==> src/rtl/anim_pkg.sv <==
// Shared state encodings and widths for the character animation sequencer.
package anim_pkg;
  localparam int STATE_OUT_W = 8;

  typedef enum logic [2:0] {
    ST_STAND  = 3'd0,
    ST_ATTACK = 3'd1,
    ST_MOVE_L = 3'd2,
    ST_MOVE_R = 3'd3,
    ST_HURT   = 3'd4,
    ST_DEFEND = 3'd5
  } anim_state_t;
endpackage

==> src/rtl/anim_tick_sync.sv <==
// Brings the asynchronous frame_clk level into the Clk domain and emits a
// registered one-cycle tick three Clk edges after each rising edge.
module anim_tick_sync (
  input  logic Clk,
  input  logic Reset_n,
  input  logic frame_clk,
  output logic tick
);
  // [1:0] form the synchroniser, [2] holds the previous synced level
  logic [2:0] sync_q;

  always_ff @(posedge Clk or negedge Reset_n) begin
    if (!Reset_n) begin
      sync_q <= '0;
      tick   <= 1'b0;
    end else begin
      sync_q <= {sync_q[1:0], frame_clk};
      tick   <= sync_q[1] & ~sync_q[2];
    end
  end
endmodule

==> src/rtl/character_anim_fsm.sv <==
// Per-character animation sequencer: picks stand/move/attack/hurt/defend on
// each frame tick and steps the sprite frame index with per-state hold delays.
module character_anim_fsm
  import anim_pkg::*;
#(
  parameter int FRAME_W          = 8,
  parameter int DELAY_W          = 8,
  parameter int DELAY_STAND      = 10,
  parameter int FRAMES_STAND     = 7,
  parameter int DELAY_MOVE       = 10,
  parameter int FRAMES_MOVE_R    = 3,
  parameter int FRAMES_MOVE_L    = 4,
  parameter int DELAY_ATTACK     = 3,
  parameter int FRAMES_ATTACK    = 8,
  parameter int ATTACK_HIT_FRAME = 4,
  parameter int DELAY_HURT       = 3,
  parameter int FRAMES_HURT      = 3,
  parameter int DELAY_DEFEND     = 5,
  parameter int FRAMES_DEFEND    = 2
) (
  input  logic                   Clk,
  input  logic                   Reset_n,
  input  logic                   frame_clk,
  input  logic                   attack_req,
  input  logic                   move_r_req,
  input  logic                   move_l_req,
  input  logic                   defend_req,
  input  logic                   hurt_req,
  output logic [STATE_OUT_W-1:0] state_out,
  output logic [FRAME_W-1:0]     frame_num,
  output logic                   move_r,
  output logic                   move_l,
  output logic                   attack_hit,
  output logic                   busy
);
  anim_state_t        state, nxt_state, tgt_state;
  logic [FRAME_W-1:0] frame, nxt_frame, frm_lim;
  logic [DELAY_W-1:0] delay, nxt_delay, dly_lim;
  logic               hurt_pending, tick, hit_nxt, restart;

  anim_tick_sync u_tick_sync (
    .Clk       (Clk),
    .Reset_n   (Reset_n),
    .frame_clk (frame_clk),
    .tick      (tick)
  );

  always_comb begin
    dly_lim = DELAY_W'(DELAY_STAND);
    frm_lim = FRAME_W'(FRAMES_STAND);
    case (state)
      ST_ATTACK: begin dly_lim = DELAY_W'(DELAY_ATTACK); frm_lim = FRAME_W'(FRAMES_ATTACK); end
      ST_MOVE_L: begin dly_lim = DELAY_W'(DELAY_MOVE);   frm_lim = FRAME_W'(FRAMES_MOVE_L); end
      ST_MOVE_R: begin dly_lim = DELAY_W'(DELAY_MOVE);   frm_lim = FRAME_W'(FRAMES_MOVE_R); end
      ST_HURT:   begin dly_lim = DELAY_W'(DELAY_HURT);   frm_lim = FRAME_W'(FRAMES_HURT);   end
      ST_DEFEND: begin dly_lim = DELAY_W'(DELAY_DEFEND); frm_lim = FRAME_W'(FRAMES_DEFEND); end
      default:   ;
    endcase
  end

  always_comb begin
    restart   = 1'b0;
    tgt_state = ST_STAND;
    if (hurt_pending) begin
      tgt_state = ST_HURT;
      restart   = 1'b1;
    end else if (state == ST_ATTACK || state == ST_HURT) tgt_state = state;
    else if (defend_req) tgt_state = ST_DEFEND;
    else if (attack_req) tgt_state = ST_ATTACK;
    else if (move_r_req) tgt_state = ST_MOVE_R;
    else if (move_l_req) tgt_state = ST_MOVE_L;
  end

  always_comb begin
    nxt_state = state;
    nxt_frame = frame;
    nxt_delay = delay;
    hit_nxt   = 1'b0;
    if (restart || tgt_state != state) begin
      nxt_state = tgt_state;
      nxt_frame = '0;
      nxt_delay = '0;
    end else if (delay >= dly_lim) begin
      nxt_delay = '0;
      if (frame >= frm_lim) begin
        case (state)
          ST_ATTACK, ST_HURT: begin nxt_state = ST_STAND; nxt_frame = '0; end
          ST_DEFEND:          nxt_frame = frm_lim;
          default:            nxt_frame = '0;
        endcase
      end else begin
        nxt_frame = frame + 1'b1;
        hit_nxt   = (state == ST_ATTACK) && (frame == FRAME_W'(ATTACK_HIT_FRAME - 1));
      end
    end else begin
      nxt_delay = delay + 1'b1;
    end
  end

  always_ff @(posedge Clk or negedge Reset_n) begin
    if (!Reset_n) begin
      state        <= ST_STAND;
      frame        <= '0;
      delay        <= '0;
      hurt_pending <= 1'b0;
      move_r       <= 1'b0;
      move_l       <= 1'b0;
      attack_hit   <= 1'b0;
      busy         <= 1'b0;
    end else begin
      // a hit arriving on the consuming tick must not be lost
      if (hurt_req)  hurt_pending <= 1'b1;
      else if (tick) hurt_pending <= 1'b0;
      move_r     <= 1'b0;
      move_l     <= 1'b0;
      attack_hit <= 1'b0;
      if (tick) begin
        state      <= nxt_state;
        frame      <= nxt_frame;
        delay      <= nxt_delay;
        move_r     <= (nxt_state == ST_MOVE_R);
        move_l     <= (nxt_state == ST_MOVE_L);
        attack_hit <= hit_nxt;
        busy       <= (nxt_state == ST_ATTACK) || (nxt_state == ST_HURT);
      end
    end
  end

  assign state_out = STATE_OUT_W'(state);
  assign frame_num = frame;
endmodule
==> config.mk <==
export PLATFORM = sky130hd
export DESIGN_NAME = character_anim_fsm
export DESIGN_NICKNAME = d
export VERILOG_FILES = /design/src/rtl/anim_pkg.sv /design/src/rtl/anim_tick_sync.sv /design/src/rtl/character_anim_fsm.sv
export SDC_FILE = /design/constraint.sdc
export NUM_CORES = 1
export LEC_CHECK = 0
export ABC_CLOCK_PERIOD_IN_PS = 5200
export CAP_MARGIN = 20
export CORE_ASPECT_RATIO = 1.25
export CORE_MARGIN = 3
export CORE_UTILIZATION = 42
export DETAILED_ROUTE_END_ITERATION = 10
export DONT_BUFFER_PORTS = 1
export PLACE_DENSITY = 0.61
export SLEW_MARGIN = 20
export SYNTH_ARGS = -nofsm -noshare
export SYNTH_HDL_FRONTEND = slang
export SYNTH_SLANG_ARGS = --single-unit
==> constraint.sdc <==
create_clock -name Clk -period 5.2 [get_ports Clk]
set_clock_uncertainty 0.15 [all_clocks]
set_input_delay 0.78 -clock Clk [delete_from_list [all_inputs] [get_ports Clk]]
set_output_delay 0.78 -clock Clk [all_outputs]
set_load 0.05 [all_outputs]
=== After elaboration in Yosys (flattened, before gate mapping) ===
Index checks and enable logic that the tools add are counted.

* Add/subtract/negate cells: 2
* Multiply operators: 0
* Div/mod/pow operators: 0
* $lt $le $gt $ge: 2
* Equality and inequality tests: 11
* Shift-type cells: 0
* Muxes and demuxes: 27
* Bitwise operators: 2
* Reduce and logical (&&, ||, !) cells: 9

{| class="wikitable"
|+ Operators by type and width
! operator !! count
|-
| $mux 8 || 6
|-
| $mux 3 || 7
|-
| $add 8x1->8 const B || 2
|-
| $ge 8x8->1 || 2
|-
| $pmux 4 s4 || 1
|-
| $eq 3x2->1 const B || 4
|-
| $eq 3x3->1 const B || 3
|-
| $mux 1 || 9
|-
| $eq 8x2->1 const B || 1
|-
| $pmux 4 s2 || 1
|-
| $eq 3x1->1 const B || 2
|-
| $mux 2 || 3
|-
| $reduce_bool 2->1 || 2
|-
| $reduce_or 2->1 || 2
|-
| $logic_or 1x1->1 || 3
|-
| $ne 3x3->1 || 1
|-
| $reduce_and 2->1 || 1
|-
| $and 1x1->1 || 1
|-
| $logic_and 1x1->1 || 1
|-
| $not 1->1 || 1
|}

* Register bits: 28
* Bits in latches: 0
* RAM bits: 0
* Bits in read-only memories: 0
* Memories: 0

=== Depth between registers and ports, before layout ===
Gate-level depths: netlist of the first run.

* Depth in word-level cells: 11
* Mapped depth: 11
* Gate-level depth less buffers: 10

=== By module ===
A second synthesis of the first run with hierarchy kept.

* Cell total of the unflattened synthesis: 174
* Area, all modules: 1667.8 µm²

{| class="wikitable"
|+ By module, submodules not included
! module !! instances !! cells each !! area an instance (µm²) !! seq. area each (µm²)
|-
| character_anim_fsm || 1 || 169 || 1554.0 || 600.6
|-
| anim_tick_sync || 1 || 5 || 113.9 || 100.1
|}

=== Worst setup path after synthesis of the first run ===
Ideal clock, no wire load.

* Path type: register to register
* Start: register state[0]
* End: register frame[1], in the netlist frame_num[1]
* Library setup time: 0.125 ns
* Arrival time: 2.501 ns
* Data required time: 4.925 ns
* Slack: 2.424 ns
* Stages on the path, launching flop included: 11
* Period minus slack after synthesis: 2.776 ns
* Cell sequence: dfrtp_1 > buf_6 > nor2_1 > nor2_1 > ha_1 > or4_1 > nor2_1 > o21a_1 > a31oi_1 > buf_4 > mux2_4

* Cells in the longest elaborated chain, start to end: 8
* Elaborated cells on any way between the ends: 22
* Those cells by class: order compare (2); eq/ne (6); mux (8); reduce/logical (6)

{| class="wikitable"
|+ Ends and longest elaborated chain
! item !! RTL line !! text
|-
| start: declaration || character_anim_fsm.sv:36 || <nowiki>anim_state_t state, nxt_state, tgt_state;</nowiki>
|-
| start signal: assignment || character_anim_fsm.sv:118 || <nowiki>state <= nxt_state;</nowiki>
|-
| branches (longest 8 deep; another with $ge 8x8->1) || -- ||
|-
| end signal: assignment || character_anim_fsm.sv:119 || <nowiki>frame <= nxt_frame;</nowiki>
|-
| end: declaration || character_anim_fsm.sv:37 || <nowiki>logic [FRAME_W-1:0] frame, nxt_frame, frm_lim;</nowiki>
|}

Parallel ways; which one is timed is not known. The select of a mux whose other input is x is not followed.
A chain may end at the register's enable or synchronous reset.

=== Worst setup path in the final report of the first run ===
* Start: register state[2]
* End: register frame[3], in the netlist frame_num[3]

The elaborated chain is that of the path after synthesis.

==> results of run 1 <==
==> metrics by stage <==
step           setup WS (ns)  cells
4_1_cts                 1.91    220
3_3_place_gp            1.98    216
3_5_place_dp            1.93    216
6_report                1.90    220
2_1_floorplan           2.42    174
5_1_grt                 1.58    220
==> synthesized netlist by cell type (2+ instances only) <==
cell / number / area, um^2
xnor2_1: 4 / 35.0
a31oi_1: 2 / 12.5
o22ai_1: 2 / 12.5
nand2_1: 5 / 18.8
a211oi_1: 2 / 15.0
buf_6: 2 / 22.5
nand3_1: 8 / 40.0
mux2_4: 2 / 30.0
mux2i_1: 4 / 40.0
nor2b_1: 6 / 37.5
nor2_1: 26 / 97.6
xor2_1: 4 / 35.0
o21ai_1: 4 / 20.0
or4_1: 3 / 22.5
nor3_1: 4 / 20.0
inv_1: 9 / 33.8
and3_1: 2 / 12.5
ha_1: 10 / 125
dfrtp_1: 28 / 701
and4_1: 2 / 17.5
buf_4: 6 / 45.0
nand2b_1: 4 / 25.0
a41oi_1: 3 / 26.3
o21ai_0: 8 / 40.0
a21oi_1: 4 / 20.0
==> worst paths after layout <==
path                                            start                     to  slack, ns  cells after the start
worst max-delay path                         state[2]           frame_num[3]       1.90                     10
worst min-delay path                          Reset_n           frame_num[1]       0.04                      0
worst max register to register               state[2]           frame_num[3]       1.90                     10
worst min register to register  u_tick_sync.sync_q[0]  u_tick_sync.sync_q[1]       0.21                      0
max in group asynchronous                     Reset_n           hurt_pending       4.79                      0
min in group Clk                u_tick_sync.sync_q[0]  u_tick_sync.sync_q[1]       0.21                      0
==> cell type report <==
cell class	instances	area, um^2	share of cell area
multi-input combinational	127	847	0.493
sequential	28	701	0.408
tap	52	65.1	0.0379
clock buffer	3	41.3	0.0240
inverter	9	33.8	0.0197
clock inverter	1	30.0	0.0175
==> power breakdown <==
group	leakage, uW	internal (uW)	switching (uW)
logic	0.000368	31.1	46.1
clock network	0.0000357	103	67.4
registers	0.000371	227	39.0
total	0.000775	361	152
==> cells by family (layout without fill, tap and decap cells) <==
family	count (synthesis)	after routing	synth area share
fa+ha+maj	10	10	0.0762
xor+xnor	8	8	0.0426
mux	6	6	0.0427
other cells	1	5	0.00228
compound gates	33	33	0.146
buf+inv	19	13	0.0670
flops	28	28	0.427
simple gates	65	65	0.197
==> metal layers <==
layer  track usage  up-vias  wire length, um
met5             0        -                0
met3        0.0272        5              132
met4        0.0446        0               46
li1              -      587                -
met1         0.205      561             1420
met2         0.234       29             1580
==> worst max-delay path, cell delays in order, from the launching register on <==
cell and delay (ns):
dfrtp_1 0.72, nor2_1 0.38, nor2_1 0.10, ha_1 0.31, nand2b_1 0.09, a211oi_1 0.08, o21a_1 0.19, a31oi_1 0.73
nand4_1 0.20, xor2_1 0.18, nor2_1 0.10
==> registers in the layout, indices dropped and copies added (netlist names) <==
signal              count
attack_hit              1
busy                    1
delay                   8
frame_num               8
hurt_pending            1
move_l                  1
move_r                  1
state                   3
u_tick_sync.sync_q      3
u_tick_sync.tick        1
==> placed cells by master (no fill, tap or decap), types with 3 or more instances in the layout <==
cell type	n
dfrtp_1	28
nor2_1	26
ha_1	10
inv_1	9
o21ai_0	8
nand3_1	8
nor2b_1	6
nand2_1	5
conb_1	5
a21oi_1	4
nand2b_1	4
mux2i_1	4
xnor2_1	4
o21ai_1	4
nor3_1	4
xor2_1	4
or4_1	3
a41oi_1	3
clkbuf_8	3
==> metrics, run 1 <==
Seq/Total Area, Yosys 0.427; clk_lat worst skew 0.27 ns; Post-synth EDFFs 0; YS warnings 0; Least-Margin Pin Slew 0.975 ns; total power 513 uW; WL/cell 14.5 um; fin crit share 0.634; Worst VDD drop 0.000127 V; Slew headroom 0.347; WP data required 5.26 ns; Yosys reg bits 28; Power Density 299 nW/um^2; Crit Path Class reg -> reg; Final min period 3.30 ns; drt drc 0; Leak Pwr 0.000775 uW; total die area 4700 um^2; row count 24; hpwl dp 2450 um; Max Buffers Root-to-Sink 2; final hold vios 0; worst min-delay path category in -> async; Fmax 303 MHz; Post-CTS Setup Bufs 0; post-CTS sizing 0; # diodes 0; Mapped Cells 170; Overflow after GRT 0; Die H 75.9 um; DRT Wirelength 3180 um; clock root cell clkbuf_8; Slew Limit Fails 0; CP Launch Type flop; Ports 28; number of global-route vias before repair 1234; most used flip-flop cell after synthesis dfrtp_1; Cell variety after synth 41; Via density 5.37; RSZ-0062 raised after global routing no; layout cells sized above 1 0.0536; mapped cell area 1640 um^2; max-cap violations 0; final net count 187; critical path arrival 3.36 ns; initial antenna violation count 0; PortBufs 0; Final Cell Area 1720 um^2; GPL Wtd Cong 0.881; Starting Density 0.452; Setup crit end kind flop; run status completed; Worst-path clk slew 0.09 ns; via count 1182; setup violators final 0; DR iter-0 viols 64; Async SR Flop Fraction 1.00; final antenna-violating net count 0; Die Span X 61.9 um; H-tree Lvls 1; first-pass GRT wire length 5600 um; Placement Cell Area 1650 um^2; TritonCTS clock tree yes; 1st-pass router iterations 4; TritonCTS Buffers 3; Clock Sinks 28; Max FO, Critical Path 12; GRT Util Overall 0.150; core box area 3630 um^2; CTS Hold Bufs 0; final cell utilization of the core 0.473; syn avg cell area 9.66 um^2; pin count of the biggest net entering global routing 29; hold_ws 0.0364 ns; Area Overhead vs Synth 4.57%; setup TNS 0 ns; Fill cells 348
Note: power is estimated with default switching activity, not from simulation.
==> run 2, diff against run 1 <==
Settings changed: ABC_CLOCK_PERIOD_IN_PS 5200 to 3400.
Clock period 5.2 ns to 3.4 ns, I/O delays scaled along.
==> run 2 against run 1 <==
Against the previous run:
- combinational power is 120% higher
- fmax is 12% higher
- clock power is 18% higher
- critical endpoint unchanged
- global-route usage is 0.16 points lower
- worst setup slack worse by 1.4 ns
- utilization is 1.6 points higher
- highest routed layer unchanged
==> metrics, run 2 (same netlist as run 1, synthesis figures left out) <==
via count 1189 (+0.59%); Setup crit end kind flop; Final min period 2.95 ns (-0.350 ns); GPL Wtd Cong 0.867 (-1.6%); setup violators final 0 (unchanged); row count 24 (unchanged); Ports 28 (unchanged); hpwl dp 2390 um (-2.3%); TritonCTS Buffers 3 (unchanged); Crit Path Class reg -> reg; post-CTS sizing 0 (unchanged); Area Overhead vs Synth 8.15%; final hold vios 0 (unchanged); clk_lat worst skew 0.27 ns (about the same); Fmax 339 MHz (+12%); final net count 195 (+4.3%); sequential share of power 0.499 (-0.018); commonest non-fill, non-tap cell in the layout dfrtp_1; Die Span X 61.9 um (unchanged); portion of total power attributed to the clock network 0.271 (-0.061); Worst VDD drop 0.000192 V (+51%); FF/Latch Area 701 um^2 (unchanged); Slew headroom 0.330 (-0.0169); WP data required 3.45 ns (-1.81 ns); Final Cell Area 1780 um^2 (+3.4%); clock root cell clkbuf_8; TritonCTS clock tree yes; DR iter-0 viols 79 (+23%); worst min-delay path category in -> reg; Least-Margin Pin Slew 1.00 ns (+0.0252 ns); Fill cells 334 (-4.0%); final antenna-violating net count 0 (unchanged); initial antenna violation count 0 (unchanged); final cell utilization of the core 0.489 (+0.0162); Gate power share 0.230 (+0.080); P_int 509 uW (+41%); Die H 75.9 um (unchanged); Clock Sinks 28 (unchanged); Max FO, Critical Path 12 (unchanged); Placement Cell Area 1690 um^2 (+2.7%); # diodes 0 (unchanged); CTS Hold Bufs 2 (+2); core box area 3630 um^2 (unchanged); Slew Limit Fails 0 (unchanged); GRT Util Overall 0.148 (-0.00156); RSZ-0062 raised after global routing no; first-pass GRT wire length 5440 um (-2.8%); Overflow after GRT 0 (unchanged); drt drc 0 (unchanged); max-cap violations 0 (unchanged); DRT Wirelength 3140 um (-1.4%); Max Buffers Root-to-Sink 2 (unchanged); CP Launch Type flop; Switching Share 0.317 (+0.0201); critical path arrival 3.00 ns (-0.36 ns); 1st-pass router iterations 4 (unchanged); Leak Pwr 0.000812 uW (+4.9%); multi-input logic area 847 um^2 (unchanged); pin count of the biggest net entering global routing 29 (unchanged); layout cells sized above 1 0.0909 (+0.0373); PortBufs 0 (unchanged); total die area 4700 um^2 (unchanged); Post-CTS Setup Bufs 0 (unchanged); H-tree Lvls 1 (unchanged); Worst-path clk slew 0.09 ns (about the same); most frequent cells in the layout dfrtp_1 (28), nor2_1 (26), ha_1 (10); setup TNS 0 ns (unchanged); Starting Density 0.452 (unchanged); Via density 5.21 (-2.9%); Power Density 420 nW/um^2 (+40%); number of global-route vias before repair 1199 (-2.8%); switching power 236 uW (+55%); WL/cell 13.8 um (-4.8%); fin crit share 0.867 (+0.233); hold_ws 0.108 ns (+0.0716 ns); run status completed
-- run 2: changes by cell type in the layout (fill, tap and decap cells not counted), sizes merged --
cell | previous run | this run
buf | 0 | 7
bufinv | 1 | 0
clkbuf | 3 | 4
dlygate4sd3 | 0 | 1
-- run 2: final cells by class --
class / count / share of cell area
clock buffers: 4 / 0.0310
inverters: 9 / 0.0190
multi-input cells: 127 / 0.477
flip-flops and latches: 28 / 0.394
well taps: 52 / 0.0366
repair buffers: 8 / 0.0423
-- run 2: per-layer routing --
metal | vias to the layer above | part of all wire | routed length [um] | GRT usage
met5 | - | 0 | 0 | 0
li1 | 601 | - | - | -
met4 | 0 | 0.0089 | 28 | 0.0318
met3 | 4 | 0.052 | 162 | 0.0340
met1 | 555 | 0.47 | 1470 | 0.198
met2 | 29 | 0.47 | 1470 | 0.238
-- run 2: final timing paths --
kind | start | endpoint | slack, ns | cells after the start
min in group asynchronous | Reset_n | delay[2] | 0.53 | 2
max | state[1] | frame_num[3] | 0.45 | 9
min | frame_clk | u_tick_sync.sync_q[0] | 0.11 | 0
min reg2reg | u_tick_sync.sync_q[0] | u_tick_sync.sync_q[1] | 0.21 | 0
max in group asynchronous | Reset_n | delay[3] | 2.42 | 2
max reg2reg | state[1] | frame_num[3] | 0.45 | 9
-- run 2: critical path, cell delays in order, from the launching register on --
cell     delay, ns
dfrtp_1       0.50
nor2b_1       0.27
nand2_1       0.12
ha_1          0.29
o21ai_0       0.09
o21a_1        0.18
a31oi_1       0.75
nand4_1       0.21
xor2_1        0.18
nor2_1        0.12
-- run 2: power groups by stage --
stage                     Combinational [uW]  Sequential (uW)  Clock (uW)
after floorplan                          119              398           0
after global placement                   161              379           0
after detailed placement                 162              379           0
after CTS                                173              372         210
after global routing                     192              375         226
final                                    171              372         202
-- run 2: per-stage QoR --
step | setup WS (ns) | power, uW | instances
2_1_floorplan | 0.624 | 516 | 174
3_3_place_gp | 0.592 | 540 | 222
3_5_place_dp | 0.471 | 541 | 222
4_1_cts | 0.448 | 755 | 228
5_1_grt | 0.182 | 793 | 228
6_report | 0.452 | 745 | 228
